[src/rtl/spi_pkg.sv]
// spi_pkg: shared state type and constants for the SPI target controller
package spi_pkg;
   typedef enum logic [1:0] {IDLE, LOAD, SHIFT} spi_state_t;
   localparam logic SPI_FILL_BIT = 1'b1;
   localparam logic SPI_CPOL     = 1'b0;
   localparam logic SPI_CPHA     = 1'b0;
endpackage

[src/rtl/spi_sync_edge.sv]
// spi_sync_edge: multi-flop pin synchroniser with rise/fall detection
module spi_sync_edge #(
   parameter int   STAGES  = 2,
   parameter logic RST_VAL = 1'b0
) (
   input  logic i_clk,
   input  logic i_rst_n,
   input  logic i_d,
   output logic o_q,
   output logic o_rise,
   output logic o_fall
);
   logic [STAGES-1:0] r_sync;
   logic              r_prev;
   always_ff @(posedge i_clk or negedge i_rst_n) begin
      if (!i_rst_n) begin
         r_sync <= {STAGES{RST_VAL}};
         r_prev <= RST_VAL;
      end else begin
         r_sync <= {r_sync[STAGES-2:0], i_d};
         r_prev <= r_sync[STAGES-1];
      end
   end
   assign o_q    = r_sync[STAGES-1];
   assign o_rise = o_q & ~r_prev;
   assign o_fall = ~o_q & r_prev;
endmodule

[src/rtl/spi_slave_ctrl.sv]
// spi_slave_ctrl: SPI mode-0 target with TX holding register and RX valid/ready handshake.
// Define SPI_SLAVE_OVERRUN_DET_EN to drop words on overrun and raise a sticky o_Overrun.
module spi_slave_ctrl
   import spi_pkg::*;
#(
   parameter int DATA_W      = 8,
   parameter int SYNC_STAGES = 2
) (
   input  logic              i_clk,
   input  logic              i_rst_n,
   input  logic              i_SCLK,
   input  logic              i_MOSI,
   input  logic              i_SS,
   output logic              o_MISO,
   output logic              o_MISO_OE,
   input  logic [DATA_W-1:0] i_TX_Data,
   input  logic              i_TX_Valid,
   output logic              o_TX_Ready,
   output logic [DATA_W-1:0] o_RX_Data,
   output logic              o_RX_Valid,
   input  logic              i_RX_Ready,
   output logic              o_Busy,
   output logic              o_Overrun,
   input  logic              i_Clr_Overrun
);
   localparam int CNT_W = $clog2(DATA_W);
   localparam logic [CNT_W-1:0] LAST = CNT_W'(DATA_W - 1);
   spi_state_t        r_state;
   logic [DATA_W-1:0] r_tx_sr, r_rx_sr, r_hold, r_rx_data, w_load_word;
   logic [CNT_W-1:0]  r_cnt;
   logic              r_hold_full, r_reload, r_done, r_miso, r_oe, r_rx_valid;
   logic              w_sclk_rise, w_sclk_fall, w_ss_rise, w_ss_fall, w_mosi, w_load;
   logic [3:0]        w_unused_sync;
   spi_sync_edge #(.STAGES(SYNC_STAGES), .RST_VAL(1'b0)) u_sclk (
      .i_clk(i_clk), .i_rst_n(i_rst_n), .i_d(i_SCLK),
      .o_q(w_unused_sync[0]), .o_rise(w_sclk_rise), .o_fall(w_sclk_fall));
   // SS resets low so a pin already low after reset cannot look like a frame start
   spi_sync_edge #(.STAGES(SYNC_STAGES), .RST_VAL(1'b0)) u_ss (
      .i_clk(i_clk), .i_rst_n(i_rst_n), .i_d(i_SS),
      .o_q(w_unused_sync[1]), .o_rise(w_ss_rise), .o_fall(w_ss_fall));
   spi_sync_edge #(.STAGES(SYNC_STAGES), .RST_VAL(1'b0)) u_mosi (
      .i_clk(i_clk), .i_rst_n(i_rst_n), .i_d(i_MOSI),
      .o_q(w_mosi), .o_rise(w_unused_sync[2]), .o_fall(w_unused_sync[3]));
   assign w_load_word = r_hold_full ? r_hold : (i_TX_Valid ? i_TX_Data : {DATA_W{SPI_FILL_BIT}});
   assign w_load = !w_ss_rise && (r_state == LOAD || (r_state == SHIFT && w_sclk_fall && r_reload));
   always_ff @(posedge i_clk or negedge i_rst_n) begin
      if (!i_rst_n) begin
         r_state  <= IDLE;
         r_cnt    <= '0;
         r_reload <= 1'b0;
         r_done   <= 1'b0;
         r_tx_sr  <= '0;
         r_rx_sr  <= '0;
         r_miso   <= 1'b0;
         r_oe     <= 1'b0;
      end else begin
         r_done <= 1'b0;
         if (w_ss_rise) begin
            r_state  <= IDLE;
            r_cnt    <= '0;
            r_reload <= 1'b0;
            r_oe     <= 1'b0;
         end else if (r_state == IDLE) begin
            if (w_ss_fall) r_state <= LOAD;
         end else begin
            if (r_state == LOAD) begin
               r_state <= SHIFT;
               r_cnt   <= '0;
               r_oe    <= 1'b1;
            end else if (w_sclk_rise) begin
               r_rx_sr <= {r_rx_sr[DATA_W-2:0], w_mosi};
               r_cnt   <= (r_cnt == LAST) ? '0 : r_cnt + 1'b1;
               if (r_cnt == LAST) begin
                  r_reload <= 1'b1;
                  r_done   <= 1'b1;
               end
            end
            if (w_load) begin
               r_tx_sr  <= w_load_word;
               r_miso   <= w_load_word[DATA_W-1];
               r_reload <= 1'b0;
            end else if (r_state == SHIFT && w_sclk_fall) begin
               r_tx_sr <= r_tx_sr << 1;
               r_miso  <= r_tx_sr[DATA_W-2];
            end
         end
      end
   end
   // an empty register being loaded takes the incoming word straight into the shifter
   always_ff @(posedge i_clk or negedge i_rst_n) begin
      if (!i_rst_n) begin
         r_hold_full <= 1'b0;
         r_hold      <= '0;
      end else if (w_load) begin
         r_hold_full <= 1'b0;
      end else if (i_TX_Valid && !r_hold_full) begin
         r_hold_full <= 1'b1;
         r_hold      <= i_TX_Data;
      end
   end
   always_ff @(posedge i_clk or negedge i_rst_n) begin
      if (!i_rst_n) begin
         r_rx_data  <= '0;
         r_rx_valid <= 1'b0;
      end else if (r_done && r_rx_valid && !i_RX_Ready) begin
`ifndef SPI_SLAVE_OVERRUN_DET_EN
         r_rx_data <= r_rx_sr;
`endif
      end else if (r_done) begin
         r_rx_data  <= r_rx_sr;
         r_rx_valid <= 1'b1;
      end else if (r_rx_valid && i_RX_Ready) begin
         r_rx_valid <= 1'b0;
      end
   end
`ifdef SPI_SLAVE_OVERRUN_DET_EN
   logic r_overrun;
   always_ff @(posedge i_clk or negedge i_rst_n) begin
      if (!i_rst_n) r_overrun <= 1'b0;
      else if (r_done && r_rx_valid && !i_RX_Ready) r_overrun <= 1'b1;
      else if (i_Clr_Overrun) r_overrun <= 1'b0;
   end
   assign o_Overrun = r_overrun;
`else
   logic w_unused_clr;
   assign w_unused_clr = i_Clr_Overrun;
   assign o_Overrun    = 1'b0;
`endif
   assign o_MISO     = r_miso;
   assign o_MISO_OE  = r_oe;
   assign o_TX_Ready = !r_hold_full;
   assign o_RX_Data  = r_rx_data;
   assign o_RX_Valid = r_rx_valid;
   assign o_Busy     = r_state != IDLE;
endmodule

[config.mk]
export PLATFORM = sky130hd
export DESIGN_NAME = spi_slave_ctrl
export DESIGN_NICKNAME = d
export VERILOG_FILES = /design/src/rtl/spi_pkg.sv /design/src/rtl/spi_sync_edge.sv /design/src/rtl/spi_slave_ctrl.sv
export SDC_FILE = /design/constraint.sdc
export NUM_CORES = 1
export LEC_CHECK = 0
export BUFFER_PORTS_ARGS = -buffer_cell sky130_fd_sc_hd__buf_4
export CORE_UTILIZATION = 25
export CTS_CLUSTER_SIZE = 16
export DETAILED_ROUTE_END_ITERATION = 16
export HOLD_SLACK_MARGIN = 0.15
export PLACE_DENSITY = 0.51
export SLEW_MARGIN = 20
export SYNTH_ARGS = -nofsm -noshare
export SYNTH_HDL_FRONTEND = slang
export SYNTH_SLANG_ARGS = --single-unit
[constraint.sdc]
create_clock -name i_clk -period 1.4 [get_ports i_clk]
set_input_delay 0.21 -clock i_clk [delete_from_list [all_inputs] [get_ports i_clk]]
set_output_delay 0.21 -clock i_clk [all_outputs]
set_load 0.02 [all_outputs]
==> results.toml, run 1 <==
[synthesis]
yosysSeqAreaShare = 0.608
syn_area_um2 = 2060
synth_flop_cell = "dfrtp_1"
yosys-top-cells-area = "dfrtp_1, mux2_2, nor2_1"
syn_nets = 178
async_flop_share = 1.00
yosys_warnings = 0
synth_seq_cells = 50
synth_area_per_cell_um2 = 12.9
synth_edf_count = 0
synth_cells = 160
yosysTopAreaCellShare = 0.608
synth_cell_type_count = 39
yosysTopAreaCell = "dfrtp_1"

[critical_path]
reg2reg_depth = 5
cp_slowest_cell = "dfrtp_1"
criticalPathCategory = "reg2reg"
reg2reg_from = "r_state[1]"
max_stage_delay_ps = 410
cp_num_buf_inv = 1
rrSetupSlack_ps = -180
crit_family = "flip-flops"
crit_fanout = 8
critPathLaunchType = "flip-flop"
cp.arrival_ps = 1760
critical_path_required_ps = 1580
r2r-end = "r_hold[5]"
crit_path_cell_trace = "and4bb_2 -> a21oi_4 -> o21bai_4 -> buf_6 -> mux2_4"
worstSetupEndpointType = "flip-flop"

[die]
ios = 30
die_y_um = 92.7
die_width_um = 92.7
die_area_um2 = 8600
rows = 32
start_util = 0.262
core_um2 = 7850

[timing]
max_freq_mhz = 634
skew_ps = 6.02
rsz0062_at_grt = "true"
fin_crit_sh = 1.13
setup_viol = 22
final.setup.worst_slack_ps = -176
hold_violations = 0
post-route-min-period_ps = 1580
final_max_slew_viol_count = 0

[global_routing]
grt_pass1_vias = 1403
antenna_found_initial = 0
globalRouteOverflowTotal = 0
grt_first_pass_wirelength_um = 6840
grt_max_degree = 24
track_usage = 0.103

[place]
gp_congestion = 0.683
dp_hpwl_um = 2660
io_buffers = 27

[clocking]
htree_levels = 2
clock-sinks = 50
path_clk_slew_ps = 90
clk_path_buf_depth = 2
cts_tree = "built"
cts_inserted_buffers = 5
cts-root-buf = "clkbuf_8"
worstSkewPairLatency_ps = 300

[min_path]
holdPathStages = 3
worstHoldPathType = "in2reg"
worstHoldStart = "i_RX_Ready"
hold_end = "o_RX_Valid"

[layout]
nets = 247
layout_common_cells = "dfrtp_1, buf_4, dlygate4sd3_1"
final_util = 0.374
n_fill_cell = 806
drive_above_1_share = 0.450
syn2layout_area_growth_pct = 42.6
final_common_cell = "dfrtp_1"
antennaDiodeCount = 0

[route]
initialDrtViolationCount = 76
drt_pass1_iterations = 4
via_per_inst = 4.37
wl_per_cell_um = 12.0
ant_nets = 0
vias = 1447
drt-total-wl_um = 3990
route.detailed.drc = 0

[power]
peakVddDrop_mv = 0.575
p_leak_nw = 1.37
total_power_mw = 4.57
power.density_nw_per_um2 = 1560

[run]
max_cap_violations = 0

[outcome]
failed_checks = "negative setup slack"
status = "complete, but fails checks"
## routing by layer
layer / vias to the layer above / part of all wire / GRT usage
li1: 706 / - / -
met1: 711 / 0.48 / 0.131
met5: - / 0 / 0
met2: 22 / 0.47 / 0.163
met4: 0 / 0.023 / 0.0423
met3: 8 / 0.032 / 0.0287
## cells by family (layout without fill, tap and decap cells)
family | Yosys count | after routing | synth area share
compound gates | 34 | 34 | 0.109
simple gates | 38 | 39 | 0.106
buf+inv | 11 | 79 | 0.0316
flops | 50 | 50 | 0.608
fa+ha+maj | 2 | 2 | 0.0122
other cells | 1 | 1 | 0.00182
mux | 24 | 24 | 0.131
## how the worst max path moves through the flow
stage | from | end | slack (ps) | cells after the start
2_1_floorplan | u_sclk.r_sync[1] | r_tx_sr[2] | -120 | 4
3_3_place_gp | r_state[0] | r_hold[0] | -160 | 4
3_5_place_dp | r_state[0] | r_hold[6] | -200 | 4
4_1_cts | r_state[1] | r_hold[2] | -190 | 5
5_1_grt | r_state[1] | r_hold[5] | -230 | 5
6_report | r_state[1] | r_hold[5] | -180 | 5
## state kept, by name, summed over array words and instances, names as in the netlist
| signal | cells |
|---|---|
| r_rx_sr | 8 |
| o_MISO | 1 |
| o_RX_Data | 8 |
| o_RX_Valid | 1 |
| u_mosi.r_sync | 2 |
| u_ss.r_sync | 2 |
| r_state | 2 |
| r_hold | 8 |
| u_sclk.r_sync | 2 |
| u_sclk.r_prev | 1 |
| r_reload | 1 |
| r_cnt | 3 |
| r_done | 1 |
| o_MISO_OE | 1 |
| r_tx_sr | 7 |
| u_ss.r_prev | 1 |
| r_hold_full | 1 |
## through the flow
step	area [um^2]	instances	TNS (ps)	hold WS, ps	setup WS, ps
floorplan	2070	160	-1110	-85.6	-122
global placement	2530	303	-1950	90.9	-159
CTS	2880	329	-2420	150	-187
global route	2930	331	-3810	196	-231
finish	2930	331	-2260	188	-176
detailed placement	2530	303	-2330	93.0	-200
## cell type report
| cell class | instances | area [um^2] | area share |
|---|---|---|---|
| repair buffers | 68 | 583 | 0.199 |
| well taps | 102 | 128 | 0.0435 |
| multi-input cells | 100 | 843 | 0.287 |
| clock buffers | 6 | 82.6 | 0.0281 |
| clock inverters | 1 | 30.0 | 0.0102 |
| inverters | 4 | 16.3 | 0.00554 |
| flip-flops and latches | 50 | 1250 | 0.426 |
## tightest hold or removal path, cell delays in order
cell and delay, ps:
buf_4 110, inv_1 40, a21o_1 100
## timing repair
item / CTS / global route
gates resized for setup: 16 / 14
buffers inserted: 6 / 4
endpoints found under the hold margin: 61 / 1
pin swaps: 14 / 10
hold buffers: 12 / 1
cloned: 1 / 0
setup endpoints to repair: 26 / 24
## power breakdown
group	internal, mW	total (mW)	switching (mW)	leakage (nW)
combinational	0.875	1.51	0.634	0.690
clock	0.572	1.03	0.454	0.0573
sequential	1.81	2.03	0.222	0.623
total	3.26	4.57	1.31	1.37
## synth_stat cells, types with 2 or more instances
cell      count
a21oi_1       6
a31oi_1       7
and2b_2       2
buf_4         2
buf_6         2
clkbuf_1      2
dfrtp_1      50
ha_1          2
inv_1         3
mux2_1        2
mux2_2       22
nand2_1       4
nor2_1       12
o21ai_0       7
o22ai_1       7
or3_1         7
Note: power is estimated with default switching activity, not from simulation.
==> run 2: changes to the inputs <==
Settings changed: ABC_AREA from default to 1.
==> results.toml, run 2 <==
[clocking]
cts-root-buf = "clkbuf_8"
cts_tree = "built"
clock-sinks = 50
post-cts-setup-buffers = 0
cts_inserted_buffers = 5
worstSkewPairLatency_ps = 310
htree_levels = 2
path_clk_slew_ps = 100
clk_path_buf_depth = 2

[synthesis]
synth.most_common_cell = "nand2_1"
async_flop_share = 1.00
synth_cell_type_count = 28
yosysSeqAreaShare = 0.569
synth_area_per_cell_um2 = 9.57
yosysTopAreaCell = "dfrtp_1"
synth_cells = 230
yosys_warnings = 0
synth_commonest_cells = "nand2_1, dfrtp_1, inv_1"
syn_area_um2 = 2200
yosys-top-cells-area = "dfrtp_1, nand2_1, inv_1"
syn_nets = 248
synth_seq_cells = 50
yosysTopAreaCellShare = 0.569
synth_edf_count = 0
synth_flop_cell = "dfrtp_1"

[route]
ant_nets = 0
route.detailed.drc = 0
drt_pass1_iterations = 4
vias = 1511
via_per_inst = 4.04
wl_per_cell_um = 10.2
initialDrtViolationCount = 52
drt-total-wl_um = 3820

[critical_path]
critical_path_required_ps = 1190
cp-endpoint = "o_Busy"
reg2reg_from = "r_cnt[0]"
r2r-end = "r_cnt[0]"
worstSetupEndpointType = "output pin"
rrSetupSlack_ps = 90
cp.arrival_ps = 1110
critPathLaunchType = "flip-flop"
max_stage_delay_ps = 460
crit_fanout = 4
cp_slowest_cell = "dfrtp_2"
cp-startpoint = "r_state[0]"
crit_path_cell_trace = "nor2_2 -> inv_1 -> buf_4"
reg2reg_depth = 6
criticalPathCategory = "reg2out"

[timing]
max_freq_mhz = 759
post-route-min-period_ps = 1320
final_max_slew_viol_count = 0
skew_ps = 11.4
hold_violations = 0
tns_ps = 0
setup_viol = 0
rsz0062_at_grt = "false"
holdWs_ps = 167
fin_crit_sh = 0.941

[die]
die_y_um = 95.8
ios = 30
die_area_um2 = 9180
rows = 33
die_width_um = 95.8
start_util = 0.263
core_um2 = 8380

[power]
p_clk_frac = 0.203
p_leak_nw = 1.35
seqPwrFrac = 0.460
swShare = 0.370
p_int_mw = 2.83
peakVddDrop_mv = 0.494
p_sw_mw = 1.66
pwr-share-comb = 0.337
power.density_nw_per_um2 = 1660

[layout]
drive_above_1_share = 0.271
syn2layout_area_growth_pct = 23.0
nets = 286
antennaDiodeCount = 0
layout_common_cells = "nand2_1, dfrtp_1, buf_4"
final_util = 0.323
final_common_cell = "nand2_1"

[run]
max_cap_violations = 0

[place]
gp_congestion = 0.698
io_buffers = 27
dp_hpwl_um = 2660

[global_routing]
grt_pass1_vias = 1456
track_usage = 0.0949
globalRouteOverflowTotal = 0
grt_first_pass_wirelength_um = 6680
antenna_found_initial = 0
grt_max_degree = 29

[outcome]
status = "completed"

[min_path]
worstHoldPathType = "in2reg"
==> run 2: cell types whose count changed in the layout (fill, tap and decap cells not counted), moves of 7 or more <==
| cell | delta |
|---|---|
| inv_1 | +25 |
| mux2_2 | -12 |
| o21ai_0 | +8 |
| mux2_4 | -12 |
| o21ai_2 | +8 |
| buf_4 | -20 |
| or3_1 | -7 |
| inv_2 | +7 |
| o21ai_1 | +7 |
| a31oi_1 | -7 |
| dlygate4sd3_1 | -8 |
| nand3_1 | +15 |
| nand2_1 | +57 |
==> run 2: layer usage <==
metal | track usage | wire length [um] | vias up
met2 | 0.149 | 1740 | 29
met1 | 0.126 | 1880 | 684
met4 | 0.0299 | 40 | 0
met5 | 0 | 0 | -
li1 | - | - | 794
met3 | 0.0261 | 155 | 4
==> run 2: logic make-up after synthesis <==
| kind of cell | after synthesis | synth area share |
|---|---|---|
| AND/OR/NAND/NOR | 98 | 0.223 |
| flip-flops | 50 | 0.569 |
| buffers and inverters | 40 | 0.0796 |
| AO/OA/AOI/OAI | 37 | 0.106 |
| multiplexers | 2 | 0.0102 |
| adder cells (fa/ha/maj) | 2 | 0.0114 |
| other | 1 | 0.00170 |
==> run 2: cell type report <==
type | count | area, um^2
fillers | 887 | 5670
flip-flops and latches | 50 | 1250
multi-input cells | 140 | 787
repair buffers | 36 | 308
inverters | 35 | 131
well taps | 105 | 131
clock buffers | 5 | 68.8
clock inverters | 3 | 28.8
==> run 2: worst min path at each step <==
stage | from | end | slack (ps) | cells after the start
after floorplan | i_rst_n | o_MISO | -90 | 0
after global placement | i_rst_n | o_RX_Data[6] | 130 | 1
after detailed placement | i_rst_n | o_RX_Data[6] | 130 | 1
after CTS | i_TX_Data[4] | r_hold[4] | 160 | 3
after global routing | i_TX_Data[4] | r_hold[4] | 160 | 3
final | i_TX_Data[4] | r_hold[4] | 170 | 3
==> run 2: per-stage QoR <==
| step | worst slack (ps) | area, um^2 | power, mW | std cells |
|---|---|---|---|---|
| CTS | 1.29 | 2690 | 4.55 | 374 |
| finish | 82.6 | 2710 | 4.49 | 374 |
| floorplan | 163 | 2200 | 3.17 | 230 |
| global route | 5.36 | 2710 | 4.86 | 374 |
| global placement | 115 | 2550 | 3.56 | 361 |
| detailed placement | 52.8 | 2550 | 3.60 | 361 |
==> run 2: critical path: cells and delay by family, from the launching register on <==
family                 cells  cell delay [ps]
DFF                        1              460
and+or+nand+nor            1              150
buffers and inverters      2              200
==> run 2: what timing repair did <==
action                                  CTS  global route
hold endpoints to repair                 54             0
gates resized for setup                   0             5
hold buffers                              5             0
endpoints found under the setup margin    0             3
==> run 2: power by group through the flow <==
stage / combinational [mW] / clock, mW / sequential [mW]
after floorplan: 1.10 / 0 / 2.07
after global placement: 1.49 / 0 / 2.08
after detailed placement: 1.51 / 0 / 2.08
after CTS: 1.52 / 0.961 / 2.06
after global routing: 1.72 / 1.02 / 2.12
final: 1.51 / 0.909 / 2.06
